==> src/rtl/sd_xfer_sequencer_if.sv <==
// Host-register and data-engine handshake bundle for the SD transfer sequencer.
// The slave modport is the sequencer side; the master modport is the host/engine side.
interface sd_xfer_sequencer_if #(
    parameter int BLK_CNT_W = 16
);
    logic                 start;
    logic [1:0]           mode;
    logic [BLK_CNT_W-1:0] block_count;
    logic                 blk_done;
    logic                 stop_req;
    logic                 stop_ack;
    logic [1:0]           transfer_type;
    logic                 busy;
    logic                 blk_start;
    logic [BLK_CNT_W-1:0] blocks_left;
    logic [BLK_CNT_W-1:0] xfer_count;
    logic                 stop_cmd;
    logic                 done;

    modport slave (
        input  start, mode, block_count, blk_done, stop_req, stop_ack,
        output transfer_type, busy, blk_start, blocks_left, xfer_count, stop_cmd, done
    );

    modport master (
        output start, mode, block_count, blk_done, stop_req, stop_ack,
        input  transfer_type, busy, blk_start, blocks_left, xfer_count, stop_cmd, done
    );
endinterface

==> src/rtl/sd_xfer_sequencer.sv <==
// SD DMA transfer sequencer: decodes the transfer type at start, issues one blk_start per
// block, counts completed blocks and requests CMD12 when a multi-block transfer ends.
module sd_xfer_sequencer #(
    parameter int BLK_CNT_W = 16
) (
    input  logic                  CLK,
    input  logic                  RESET_L,
    sd_xfer_sequencer_if.slave    bus
);

    localparam logic [1:0] ST_IDLE = 2'd0;
    localparam logic [1:0] ST_XFER = 2'd1;
    localparam logic [1:0] ST_STOP = 2'd2;
    localparam logic [1:0] ST_DONE = 2'd3;

    localparam logic [1:0] TT_SINGLE = 2'b00;
    localparam logic [1:0] TT_INF    = 2'b01;
    localparam logic [1:0] TT_MULTI  = 2'b10;
    localparam logic [1:0] TT_STOPM  = 2'b11;

    localparam logic [BLK_CNT_W-1:0] CNT_ZERO = {BLK_CNT_W{1'b0}};
    localparam logic [BLK_CNT_W-1:0] CNT_ONE  = {{(BLK_CNT_W-1){1'b0}}, 1'b1};

    logic [1:0]           state_r, state_s;
    logic [1:0]           type_r, type_s;
    logic [BLK_CNT_W-1:0] blocks_left_r, blocks_left_s;
    logic [BLK_CNT_W-1:0] xfer_count_r, xfer_count_s;
    logic                 stop_latch_r, stop_latch_s;
    logic                 stop_seen_s;
    logic                 blk_start_r, blk_start_s;
    logic                 busy_r, stop_cmd_r, done_r;

    // mode bit1 selects multi-block, bit0 enables the count; a zero count means stop only.
    function automatic logic [1:0] decode_type(input logic [1:0] mode, input logic cnt_zero);
        logic [1:0] t;
        case (mode)
            2'b10:   t = TT_INF;
            2'b11:   t = cnt_zero ? TT_STOPM : TT_MULTI;
            default: t = TT_SINGLE;
        endcase
        return t;
    endfunction

    // Next-state and datapath decisions for the block sequence.
    always_comb begin
        state_s       = state_r;
        type_s        = type_r;
        blocks_left_s = blocks_left_r;
        xfer_count_s  = xfer_count_r;
        stop_latch_s  = stop_latch_r;
        blk_start_s   = 1'b0;
        stop_seen_s   = 1'b0;
        case (state_r)
            ST_IDLE: begin
                if (bus.start) begin
                    type_s        = decode_type(bus.mode, bus.block_count == CNT_ZERO);
                    blocks_left_s = bus.block_count;
                    xfer_count_s  = CNT_ZERO;
                    stop_latch_s  = 1'b0;
                    if (type_s == TT_STOPM) begin
                        state_s = ST_STOP;
                    end else begin
                        state_s     = ST_XFER;
                        blk_start_s = 1'b1;
                    end
                end else begin
                    state_s = ST_IDLE;
                end
            end
            ST_XFER: begin
                // A stop arriving on the same edge as blk_done still ends the transfer there.
                stop_seen_s = (stop_latch_r | bus.stop_req) & (type_r != TT_SINGLE);
                stop_latch_s = stop_seen_s;
                if (bus.blk_done) begin
                    xfer_count_s = xfer_count_r + CNT_ONE;
                    case (type_r)
                        TT_SINGLE: begin
                            state_s = ST_DONE;
                        end
                        TT_MULTI: begin
                            blocks_left_s = blocks_left_r - CNT_ONE;
                            if ((blocks_left_s == CNT_ZERO) || stop_seen_s) begin
                                state_s = ST_STOP;
                            end else begin
                                blk_start_s = 1'b1;
                            end
                        end
                        TT_INF: begin
                            if (stop_seen_s) begin
                                state_s = ST_STOP;
                            end else begin
                                blk_start_s = 1'b1;
                            end
                        end
                        default: begin
                            state_s = ST_STOP;
                        end
                    endcase
                end else begin
                    state_s = ST_XFER;
                end
            end
            ST_STOP: begin
                if (bus.stop_ack) begin
                    state_s = ST_DONE;
                end else begin
                    state_s = ST_STOP;
                end
            end
            ST_DONE: begin
                state_s = ST_IDLE;
            end
            default: begin
                state_s = ST_IDLE;
            end
        endcase
    end

    // State and registered outputs; status flags are derived from the next state.
    always_ff @(posedge CLK or negedge RESET_L) begin
        if (!RESET_L) begin
            state_r       <= ST_IDLE;
            type_r        <= TT_SINGLE;
            blocks_left_r <= CNT_ZERO;
            xfer_count_r  <= CNT_ZERO;
            stop_latch_r  <= 1'b0;
            blk_start_r   <= 1'b0;
            busy_r        <= 1'b0;
            stop_cmd_r    <= 1'b0;
            done_r        <= 1'b0;
        end else begin
            state_r       <= state_s;
            type_r        <= type_s;
            blocks_left_r <= blocks_left_s;
            xfer_count_r  <= xfer_count_s;
            stop_latch_r  <= stop_latch_s;
            blk_start_r   <= blk_start_s;
            busy_r        <= (state_s != ST_IDLE);
            stop_cmd_r    <= (state_s == ST_STOP);
            done_r        <= (state_s == ST_DONE);
        end
    end

    assign bus.transfer_type = type_r;
    assign bus.busy          = busy_r;
    assign bus.blk_start     = blk_start_r;
    assign bus.blocks_left   = blocks_left_r;
    assign bus.xfer_count    = xfer_count_r;
    assign bus.stop_cmd      = stop_cmd_r;
    assign bus.done          = done_r;

endmodule
==> src/flat_wrapper.sv <==
// flat-port wrapper written by rule: the top's interface ports become plain ports
module sd_xfer_sequencer_flat 
#(
    parameter int BLK_CNT_W = 16
)
  (CLK, RESET_L, bus_start, bus_mode, bus_block_count, bus_blk_done, bus_stop_req, bus_stop_ack, bus_transfer_type, bus_busy, bus_blk_start, bus_blocks_left, bus_xfer_count, bus_stop_cmd, bus_done);
  sd_xfer_sequencer_if #(.BLK_CNT_W(BLK_CNT_W)) bus_i ();
  input  logic CLK;
  input  logic RESET_L;
  input wire logic [$bits(bus_i.start)-1:0] bus_start;
  input wire logic [$bits(bus_i.mode)-1:0] bus_mode;
  input wire logic [$bits(bus_i.block_count)-1:0] bus_block_count;
  input wire logic [$bits(bus_i.blk_done)-1:0] bus_blk_done;
  input wire logic [$bits(bus_i.stop_req)-1:0] bus_stop_req;
  input wire logic [$bits(bus_i.stop_ack)-1:0] bus_stop_ack;
  output wire logic [$bits(bus_i.transfer_type)-1:0] bus_transfer_type;
  output wire logic [$bits(bus_i.busy)-1:0] bus_busy;
  output wire logic [$bits(bus_i.blk_start)-1:0] bus_blk_start;
  output wire logic [$bits(bus_i.blocks_left)-1:0] bus_blocks_left;
  output wire logic [$bits(bus_i.xfer_count)-1:0] bus_xfer_count;
  output wire logic [$bits(bus_i.stop_cmd)-1:0] bus_stop_cmd;
  output wire logic [$bits(bus_i.done)-1:0] bus_done;
  assign bus_i.start = bus_start;
  assign bus_i.mode = bus_mode;
  assign bus_i.block_count = bus_block_count;
  assign bus_i.blk_done = bus_blk_done;
  assign bus_i.stop_req = bus_stop_req;
  assign bus_i.stop_ack = bus_stop_ack;
  assign bus_transfer_type = bus_i.transfer_type;
  assign bus_busy = bus_i.busy;
  assign bus_blk_start = bus_i.blk_start;
  assign bus_blocks_left = bus_i.blocks_left;
  assign bus_xfer_count = bus_i.xfer_count;
  assign bus_stop_cmd = bus_i.stop_cmd;
  assign bus_done = bus_i.done;
  sd_xfer_sequencer #(.BLK_CNT_W(BLK_CNT_W)) u_core (.CLK(CLK), .RESET_L(RESET_L), .bus(bus_i));
endmodule
==> config.mk <==
export PLATFORM = sky130hd
export DESIGN_NAME = sd_xfer_sequencer_flat
export DESIGN_NICKNAME = d
export VERILOG_FILES = /design/src/rtl/sd_xfer_sequencer_if.sv /design/src/rtl/sd_xfer_sequencer.sv /design/src/flat_wrapper.sv
export SDC_FILE = /design/constraint.sdc
export NUM_CORES = 1
export LEC_CHECK = 0
export CELL_PAD_IN_SITES_DETAIL_PLACEMENT = 0
export CELL_PAD_IN_SITES_GLOBAL_PLACEMENT = 1
export CORE_UTILIZATION = 38
export CTS_BUF_LIST = sky130_fd_sc_hd__clkbuf_4
export DETAILED_ROUTE_END_ITERATION = 8
export HOLD_SLACK_MARGIN = 0.03
export PLACE_DENSITY_LB_ADDON = 0.1
export SLEW_MARGIN = 20
export SYNTH_ARGS = -nofsm -noshare
export SYNTH_HDL_FRONTEND = slang
export SYNTH_SLANG_ARGS = --single-unit
==> constraint.sdc <==
create_clock -name CLK -period 4.15 [get_ports CLK]
set_input_delay 0.83 -clock CLK [delete_from_list [all_inputs] [get_ports CLK]]
set_output_delay 0.83 -clock CLK [all_outputs]
set_load 0.01 [all_outputs]
After elaboration in Yosys (flattened, before gate mapping)
Cells that the tools add are included.
{"block": "classes", "add_sub_neg": 2, "eq_ne": 13, "mux": 28, "n_bitwise": 2, "n_reduce_logical": 12}
{"operator": "two-way mux 16 bit", "n": 5}
{"operator": "one-hot mux 16 bit (2 select lines)", "n": 2}
{"operator": "zero test 16 bit", "n": 2}
{"operator": "adder 16 x 1 -> 16 bit (second input constant)", "n": 1}
{"operator": "== test 2 bit (second input constant)", "n": 8}
{"operator": "subtractor 16 x 1 -> 16 bit (second input constant)", "n": 1}
{"operator": "two-way mux 2 bit", "n": 7}
{"operator": "two-way mux 1 bit", "n": 8}
{"operator": "one-hot mux 2 bit (4 select lines)", "n": 1}
{"operator": "inequality test 2 bit (second input constant)", "n": 3}
{"operator": "one-hot mux 1 bit (2 select lines)", "n": 3}
{"operator": "one-hot mux 2 bit (3 select lines)", "n": 1}
{"operator": "nonzero test 2 bit", "n": 3}
{"operator": "== test 2 x 1 -> 1 bit (second input constant)", "n": 2}
{"operator": "zero test 2 bit", "n": 2}
{"operator": "one-hot mux 2 bit (2 select lines)", "n": 1}
{"operator": "AND reduction 2 bit", "n": 2}
{"operator": "AND reduction 4 bit", "n": 1}
{"operator": "AND reduction 3 bit", "n": 1}
{"operator": "bitwise AND 1 bit", "n": 1}
{"operator": "logical OR 1 bit", "n": 1}
{"operator": "OR 1 bit", "n": 1}
{"block": "totals", "regBits": 41, "in_bits": 24, "out_inout_bits": 38, "elab_cells": 66}

Depth between registers and ports, before layout
Gate-level depths: netlist (run 1).
{"block": "depth", "depth_word": 10, "depth_mapped": 11}

Worst setup path before layout (run 1)
OpenSTA, ideal clock, no wires.
{"block": "synth_timing", "path_type": "register to register", "start": "reg u_core.blocks_left_r[0] (netlist: u_core.bus.blocks_left[0])", "end": "reg u_core.done_r (netlist: u_core.bus.done)", "setup_time_ps": 65, "arrival_time_ps": 2885, "required_ps": 4085, "slack_ps": 1200, "path_stages_with_launch": 12, "path_buffers": 2, "period_less_slack_ps": 2950, "cell_sequence": "dfrtp_1 -> clkbuf_1 -> inv_1 -> ha_1 -> buf_6 -> or3b_2 -> or4_4 -> xor2_1 -> nand4_2 -> o31a_2 -> a221o_1 -> nand2_1"}
{"block": "synth_between", "elab_chain_len": 8}
{"element": "start: declaration", "line_no": "sd_xfer_sequencer.sv:26", "source": "logic [BLK_CNT_W-1:0] blocks_left_r, blocks_left_s;"}
{"element": "start signal: assignment", "line_no": "sd_xfer_sequencer.sv:134", "source": "blocks_left_r <= blocks_left_s;"}
{"element": "subtractor 16 x 1 -> 16 bit", "line_no": "sd_xfer_sequencer.sv:81", "source": "blocks_left_s = blocks_left_r - CNT_ONE;"}
{"element": "zero test 16 bit", "line_no": "sd_xfer_sequencer.sv:82", "source": "if ((blocks_left_s == CNT_ZERO) || stop_seen_s) begin"}
{"element": "logical OR 1 bit", "line_no": "sd_xfer_sequencer.sv:82"}
{"element": "two-way mux 2 bit", "line_no": "sd_xfer_sequencer.sv:82"}
{"element": "one-hot mux 2 bit (3 select lines)", "line_no": "sd_xfer_sequencer.sv:76", "source": "case (type_r)"}
{"element": "two-way mux 2 bit", "line_no": "sd_xfer_sequencer.sv:74", "source": "if (bus.blk_done) begin"}
{"element": "one-hot mux 2 bit (4 select lines)", "line_no": "sd_xfer_sequencer.sv:53", "source": "case (state_r)"}
{"element": "== test 2 bit", "line_no": "sd_xfer_sequencer.sv:140", "source": "done_r <= (state_s == ST_DONE);"}
{"element": "end signal: assignment", "line_no": "sd_xfer_sequencer.sv:140"}
{"element": "end: declaration", "line_no": "sd_xfer_sequencer.sv:31", "source": "logic busy_r, stop_cmd_r, done_r;"}
No other way between the ends.
A chain may end at the register's enable or synchronous reset.

Worst setup path after layout (run 1)
{"block": "layout_timing", "start": "reg u_core.blocks_left_r[1] (netlist: u_core.bus.blocks_left[1])", "end": "reg u_core.done_r (netlist: u_core.bus.done)"}
The elaborated chain is that of the path after synthesis.

==> metrics.md, run 1 <==
| Metric | Value |
|---|---|
| Clock period minus worst slack | `3.13 ns` |
| Area of the mapped netlist | `2520 um2` |
| Fin. max-slew vios | `0` |
| Arrival time at the worst endpoint | `3.43 ns` |
| Layout cells sized above 1 | `0.0741` |
| Detail Route Antenna Nets | `0` |
| Critical R2R Capture | `u_core.bus.done` |
| Detailed-route DRC error count | `0` |
| Setup crit start kind | `flip-flop` |
| Clock-pin slew of the registers on the worst-case setup and hold paths | `0.13 ns` |
| Required @ worst endpoint | `4.45 ns` |
| Number of buffers added for setup after CTS | `0` |
| Total power density per cell area | `604 nW/um2` |
| Sink count of the clock tree | `41` |
| Static leakage | `1.32 nW` |
| Number of synthesized flops with an enable pin | `0` |
| Growth of design area from synthesis to finish | `27.9%` |
| Number of antenna violations at the first check in global routing | `0` |
| Busiest grt layer | `met1` |
| TritonRoute pass-1 iters | `4` |
| WP buf/inv | `1` |
| Peak supply drop | `0.000273 V` |
| Number of fillers in the final layout | `640` |
| CTS max path bufs | `2` |
| Fin nets | `382` |
| Worst-Margin Slew | `0.970 ns` |
| TritonCTS clock tree | `yes` |
| Total of cells resized after clock tree synthesis | `0` |
| Startpoint of the lowest-slack hold path | `u_core.stop_latch_r` |
| Global-route wire length before repair | `11.5 mm` |
| Kind of capture point of the worst setup path | `flip-flop` |
| CTS hold repair buffers | `0` |
| Final-report setup violation count | `0` |
| Area fraction in and, or, nand and nor cells after synthesis | `0.261` |
| Worst slew slack as a fraction of its limit | `0.353` |
| Max Cap Viol | `0` |
| Synth Area in XOR/XNOR | `0.0522` |
| Initial DRC Count | `125` |
| Ratio of final minimum period to clock period | `0.754` |
| Number of distinct library cell variants in the gate-level netlist after synthesis | `51` |
| Run status | `finished clean` |
| Insertion delay to the later sink of the worst-skew pair | `0.35 ns` |
| Biggest cell delay along the critical path | `0.55 ns` |
| Die Area | `6960 um2` |
| Fraction of the mapped netlist area in compound gates | `0.199` |
| Vertical die dimension | `83.4 um` |
| Top cell family by delay on the critical path | `simple AND/OR/NAND/NOR gates` |
| Die extent in x | `83.4 um` |
| Vias per cell | `5.55` |
| Setup skew after layout | `0.0110 ns` |
| Count of antenna diodes in the layout | `0` |
| Adder and majority cell fraction of the synthesized area | `0.0348` |
| Final-report hold violation count | `0` |
| Vias in the first global route | `2206` |
| Total Routing Usage GR | `0.205` |
| Initial core utilization | `0.394` |
| H-tree Lvls | `2` |
| Worst flop-to-flop path startpoint | `u_core.bus.blocks_left[1]` |
| Classification of the worst-slack hold path | `reg2reg` |
| Master cell of the clock root buffer | `sky130_fd_sc_hd__clkbuf_4` |
| Synthesized net count | `326` |
| Total of buffers placed on input and output ports | `61` |
| Per-cell routed wire length | `16.1 um` |
| Maximum fanout count along the critical path | `11` |
| Path depth of the worst reg2reg path | `9` |
| Overflow left after global routing | `0` |
| Fraction of registers with async set/reset | `1.00` |
| Multiplexer share of the synthesized area | `0` |
| Dpl cells | `421` |
| Largest family of logic cells by synthesized area | `simple AND/OR/NAND/NOR gates` |
| Final estimated routing congestion in global placement | `0.850` |
| Pin count of the biggest net entering global routing | `42` |
| Kind of critical path | `reg2reg` |
| Setup total negative slack | `0 ns` |
| Io pins | `62` |
| Placed wire-length estimate | `4.93 mm` |
| R2R Setup Slk | `1.02 ns` |
| Mean instance size in the synthesized netlist | `8.54 um2` |
| Cell type of the slowest stage on the worst timing path | `sky130_fd_sc_hd__or3b_2` |
| Vias | `2375` |
| Cell count of the worst hold path | `2` |
| Dominant register cell in the synthesized netlist | `sky130_fd_sc_hd__dfrtp_1` |
| Setup repair after global routing missed its margin | `false` |
| Count of warnings emitted by yosys | `0` |
| Number of buffers created by CTS | `5` |
| Max Clock Freq | `319 MHz` |
| Fraction of the yosys area taken by sequential cells | `0.407` |
| Cells after Synth | `295` |
| Final standard cell count with taps included and fillers excluded | `428` |
| Number of synthesized register bits | `41` |
| Std-Cell Core Area | `6390 um2` |
| Total wire length after detailed routing | `6.90 mm` |
| Fraction of met1 tracks used by global routing | `0.305` |
| Met2 Resource Use GR | `0.304` |
| Cell-by-cell listing of the critical path | `inv_1 > ha_1 > or3b_2 > or4_4 > xor2_1 > nand4_2 > o31a_2 > a221o_1 > nand2_1` |
| Worst hold path endpoint | `u_core.stop_latch_r` |
| Global-route met3 utilization | `0.0467` |
| Number of placement rows | `29` |
sequential cells by signal, summed over array words and instances (netlist names):
name	count
u_core.bus.done	1
u_core.bus.blocks_left	16
u_core.state_r	2
u_core.bus.transfer_type	2
u_core.bus.blk_start	1
u_core.stop_latch_r	1
u_core.bus.stop_cmd	1
u_core.bus.busy	1
u_core.bus.xfer_count	16
power by group:
| part | switching, mW | internal, mW |
|---|---|---|
| sequential | 0.216 | 0.523 |
| combinational | 0.532 | 0.475 |
| clock | 0.138 | 0.0611 |
metrics by stage:
step	utilization	cell area [um2]	total power, mW	hold slack, ns	setup slack [ns]
2_1_floorplan	-	2520	1.33	0.464	1.20
3_3_place_gp	0.497	3170	1.75	0.482	1.13
3_5_place_dp	0.497	3170	1.75	0.502	1.06
4_1_cts	0.505	3220	1.95	0.537	1.02
5_1_grt	0.505	3220	2.12	0.575	0.829
6_report	0.505	3220	1.95	0.531	1.02
worst reg2reg max path, stage by stage (launching register included):
cell                      delay (ns)
sky130_fd_sc_hd__dfrtp_1        0.50
sky130_fd_sc_hd__inv_1          0.15
sky130_fd_sc_hd__ha_1           0.35
sky130_fd_sc_hd__or3b_2         0.55
sky130_fd_sc_hd__or4_4          0.51
sky130_fd_sc_hd__xor2_1         0.17
sky130_fd_sc_hd__nand4_2        0.14
sky130_fd_sc_hd__o31a_2         0.37
sky130_fd_sc_hd__a221o_1        0.27
sky130_fd_sc_hd__nand2_1        0.07
layout by cell type (no fill, tap or decap), drive strengths merged, types with 5 or more instances in the layout:
master,synthesis,routed
nor2,39,39
o21ai,30,30
a31oi,5,5
dfrtp,41,41
clkbuf,12,5
nand3,12,12
or4,5,5
a21oi,21,21
a22oi,6,6
nand2,21,21
nand4,6,6
clkdlybuf4s50,0,60
nor3,5,5
and2,5,5
xor2,12,12
inv,11,11
ha,7,7
nor4,10,10
cell type report:
cell class                      count  area (um2)  area share
Clock inverter                      2        11.3     0.00350
Clock buffer                        5        37.5      0.0117
Multi-Input combinational cell    228        1380       0.429
Inverter                           11        41.3      0.0128
Timing Repair Buffer               64         628       0.195
Tap cell                           77        96.3      0.0299
Sequential cell                    41        1030       0.318
cell families after synthesis:
kind of cell,Yosys count
XOR/XNOR,15
buffers and inverters,26
flip-flops,41
AO/OA/AOI/OAI,81
adder cells (fa/ha/maj),7
AND/OR/NAND/NOR,125
cell usage after synthesis (2+ instances only):
cell,instances,area share
sky130_fd_sc_hd__a211oi_1,2,0.0060
sky130_fd_sc_hd__a21oi_1,20,0.040
sky130_fd_sc_hd__a22oi_1,6,0.018
sky130_fd_sc_hd__a31oi_1,5,0.012
sky130_fd_sc_hd__and2_1,4,0.0099
sky130_fd_sc_hd__and3_1,4,0.0099
sky130_fd_sc_hd__buf_6,2,0.0089
sky130_fd_sc_hd__clkbuf_1,12,0.018
sky130_fd_sc_hd__dfrtp_1,41,0.41
sky130_fd_sc_hd__ha_1,7,0.035
sky130_fd_sc_hd__inv_1,11,0.016
sky130_fd_sc_hd__nand2_1,21,0.031
sky130_fd_sc_hd__nand3_1,12,0.024
sky130_fd_sc_hd__nand3b_1,3,0.0089
sky130_fd_sc_hd__nand4_1,5,0.012
sky130_fd_sc_hd__nor2_1,39,0.058
sky130_fd_sc_hd__nor2b_1,2,0.0050
sky130_fd_sc_hd__nor3_1,5,0.0099
sky130_fd_sc_hd__nor3b_1,3,0.0089
sky130_fd_sc_hd__nor4_1,10,0.025
sky130_fd_sc_hd__nor4b_1,2,0.0070
sky130_fd_sc_hd__o21a_1,2,0.0060
sky130_fd_sc_hd__o21ai_0,30,0.060
sky130_fd_sc_hd__o21bai_1,2,0.0060
sky130_fd_sc_hd__or2_2,2,0.0050
sky130_fd_sc_hd__or3b_2,2,0.0070
sky130_fd_sc_hd__or4_1,2,0.0060
sky130_fd_sc_hd__or4_4,3,0.013
sky130_fd_sc_hd__xnor2_1,3,0.010
sky130_fd_sc_hd__xor2_1,12,0.042
layer usage:
metal / up-vias / wire (um)
met5: - / 0
met4: 0 / 46
met3: 4 / 412
met2: 80 / 2920
met1: 1112 / 3520
li1: 1179 / -
how the worst max path moves through the flow:
stage | from | to | slack, ns | cells past startpoint
6_report | u_core.bus.blocks_left[1] | u_core.bus.done | 1.02 | 9
4_1_cts | u_core.bus.blocks_left[0] | u_core.bus.done | 1.02 | 9
3_5_place_dp | u_core.bus.blocks_left[1] | u_core.bus.done | 1.06 | 9
2_1_floorplan | u_core.bus.blocks_left[0] | u_core.bus.done | 1.20 | 11
5_1_grt | u_core.bus.blocks_left[1] | u_core.bus.busy | 0.83 | 9
3_3_place_gp | bus_block_count[9] | u_core.bus.busy | 1.13 | 8
No activity file was read; power rests on OpenSTA's default activity.
==> inputs of run 2 (changes only) <==
--- a/config.mk
+++ b/config.mk
@@ -7,7 +7,7 @@
 export LEC_CHECK = 0
 export CELL_PAD_IN_SITES_DETAIL_PLACEMENT = 0
 export CELL_PAD_IN_SITES_GLOBAL_PLACEMENT = 1
-export CORE_UTILIZATION = 38
+export CORE_UTILIZATION = 34
 export CTS_BUF_LIST = sky130_fd_sc_hd__clkbuf_4
 export DETAILED_ROUTE_END_ITERATION = 8
 export HOLD_SLACK_MARGIN = 0.03
==> constraint.sdc (replaced) <==
create_clock -name CLK -period 2.7 [get_ports CLK]
set_input_delay 0.54 -clock CLK [delete_from_list [all_inputs] [get_ports CLK]]
set_output_delay 0.54 -clock CLK [all_outputs]
set_load 0.01 [all_outputs]
==> metrics.md, run 2 (same netlist as run 1, synthesis figures left out) <==
| Metric | Value |
|---|---|
| Peak supply drop | `0.000438 V` |
| Std-Cell Core Area | `7210 um2` |
| Cell Area, Placed | `3360 um2` |
| Kind of capture point of the worst setup path | `flip-flop` |
| Final design instance area without fill | `3450 um2` |
| Growth of design area from synthesis to finish | `37.0%` |
| Ratio of final minimum period to clock period | `0.957` |
| Insertion delay to the later sink of the worst-skew pair | `0.37 ns` |
| Total of cells resized after clock tree synthesis | `0` |
| Number of buffers created by CTS | `5` |
| Overflow left after global routing | `0` |
| Total power density per cell area | `966 nW/um2` |
| Number of antenna violations at the first check in global routing | `0` |
| Required @ worst endpoint | `3.02 ns` |
| Fin nets | `402` |
| Count of antenna diodes in the layout | `0` |
| Sink count of the clock tree | `41` |
| Detail Route Antenna Nets | `0` |
| Die extent in x | `88.1 um` |
| Footprint of the multi-input gates | `1400 um2` |
| Clock period minus worst slack | `2.58 ns` |
| Critical R2R Capture | `u_core.bus.done` |
| Number of placement rows | `31` |
| Classification of the worst-slack hold path | `in2async` |
| Detailed-route DRC error count | `0` |
| Layout cells sized above 1 | `0.137` |
| Vias in the first global route | `2375` |
| Final estimated routing congestion in global placement | `0.843` |
| Setup repair after global routing missed its margin | `false` |
| Worst flop-to-flop path startpoint | `u_core.bus.blocks_left[4]` |
| Path depth of the worst reg2reg path | `7` |
| Max Cap Viol | `0` |
| Max Clock Freq | `387 MHz` |
| Run status | `finished clean` |
| Setup crit start kind | `flip-flop` |
| Total Routing Usage GR | `0.201` |
| Setup total negative slack | `0 ns` |
| Worst slew slack as a fraction of its limit | `0.581` |
| TritonRoute pass-1 iters | `4` |
| Kind of critical path | `reg2reg` |
| Vias per cell | `5.25` |
| Number of buffers added for setup after CTS | `0` |
| Maximum fanout count along the critical path | `5` |
| Master cell of the clock root buffer | `sky130_fd_sc_hd__clkbuf_4` |
| Global-route wire length before repair | `12.0 mm` |
| Static leakage | `1.43 nW` |
| Final-report hold violation count | `0` |
| CTS max path bufs | `2` |
| Arrival time at the worst endpoint | `2.91 ns` |
| Initial core utilization | `0.349` |
| H-tree Lvls | `2` |
| Fraction of power spent switching nets | `0.436` |
| Vias | `2472` |
| Final-report setup violation count | `0` |
| Vertical die dimension | `88.1 um` |
| Fin. max-slew vios | `0` |
| Capturing instance or port of the critical path | `u_core.bus.done` |
| R2R Setup Slk | `0.12 ns` |
| Top library cells by usage in the layout, fill and taps aside | `sky130_fd_sc_hd__clkdlybuf4s50_1, sky130_fd_sc_hd__dfrtp_1, sky130_fd_sc_hd__nor2_1` |
| Combinational cell fraction of total power | `0.569` |
| Per-cell routed wire length | `15.5 um` |
| TritonCTS clock tree | `yes` |
| Io pins | `62` |
| NetSw | `1.45 mW` |
| Total wire length after detailed routing | `7.30 mm` |
| Number of fillers in the final layout | `716` |
| Worst-Margin Slew | `0.622 ns` |
| Launching element of the worst setup path | `u_core.bus.blocks_left[4]` |
| Initial DRC Count | `162` |
| Die Area | `7760 um2` |
| Most common cell after layout, fill and taps aside | `sky130_fd_sc_hd__clkdlybuf4s50_1` |
| Area taken by flip-flops and latches | `1030 um2` |
| Pin count of the biggest net entering global routing | `26` |
| Register share of total power | `0.301` |
| Placed wire-length estimate | `5.37 mm` |
| Clk pwr share | `0.130` |
| Total of buffers placed on input and output ports | `61` |
| Cell-internal power | `1.88 mW` |
| CTS hold repair buffers | `0` |
| Setup skew after layout | `0.0122 ns` |
| Clock-pin slew of the registers on the worst-case setup and hold paths | `0.15 ns` |
## run 2: cell types whose count changed in the layout (fill, tap and decap cells not counted), sizes merged
| cell | change |
|---|---|
| bufinv | +1 |
| buf | +20 |
## run 2: area by class of cell
type | instances | share of cell area
clock inverters | 3 | 0.0134
repair buffers | 84 | 0.226
clock buffers | 5 | 0.0109
multi-input cells | 228 | 0.405
inverters | 11 | 0.0120
well taps | 99 | 0.0359
flip-flops and latches | 41 | 0.297
## run 2: through the flow
stage | hold WS [ns] | util | power (mW) | worst slack (ns) | instances
6_report | 0.111 | 0.478 | 3.33 | 0.117 | 471
5_1_grt | 0.116 | 0.478 | 3.61 | 0.00159 | 471
4_1_cts | 0.121 | 0.477 | 3.32 | 0.112 | 471
3_5_place_dp | 0.493 | 0.465 | 2.88 | 0.120 | 463
3_3_place_gp | 0.481 | 0.465 | 2.88 | 0.147 | 463
2_1_floorplan | 0.244 | - | 2.08 | 0.00771 | 295
## run 2: layer usage
metal  GRT usage  vias to the layer above  part of all wire
met4      0.0557                        0             0.014
met1       0.295                     1171              0.50
met2       0.298                       74              0.43
li1            -                     1219                 -
met5           0                        -                 0
met3      0.0424                        8             0.052
## run 2: how the worst min path moves through the flow
stage	cells after the start	from	endpoint
2_1_floorplan	0	RESET_L	u_core.bus.blk_start
4_1_cts	1	RESET_L	u_core.state_r[0]
5_1_grt	1	RESET_L	u_core.bus.blocks_left[3]
6_report	1	RESET_L	u_core.bus.stop_cmd
3_3_place_gp	2	u_core.stop_latch_r	u_core.stop_latch_r
3_5_place_dp	2	u_core.stop_latch_r	u_core.stop_latch_r
## run 2: worst max-delay path, stage by stage (launching register included)
cell and delay [ns]:
sky130_fd_sc_hd__dfrtp_1 0.40, sky130_fd_sc_hd__or4_4 0.57, sky130_fd_sc_hd__or4_4 0.56, sky130_fd_sc_hd__xor2_1 0.18, sky130_fd_sc_hd__nand4_2 0.17, sky130_fd_sc_hd__o31a_2 0.34, sky130_fd_sc_hd__a221o_1 0.26, sky130_fd_sc_hd__nand2_1 0.06
## run 2: power groups by stage
stage	clock network [mW]	logic, mW	registers [mW]
after global routing	0.472	2.10	1.04
after detailed placement	0	1.87	1.01
after global placement	0	1.86	1.01
final	0.433	1.90	1.00
after CTS	0.442	1.88	1.00
after floorplan	0	1.01	1.07
==> inputs of run 3 (changes only) <==
--- a/config.mk
+++ b/config.mk
@@ -16,3 +16,4 @@
 export SYNTH_ARGS = -nofsm -noshare
 export SYNTH_HDL_FRONTEND = slang
 export SYNTH_SLANG_ARGS = --single-unit
+export TNS_END_PERCENT = 10
==> results of run 3 <==
No change in the layout: final DEF, timing and power equal those of run 2.
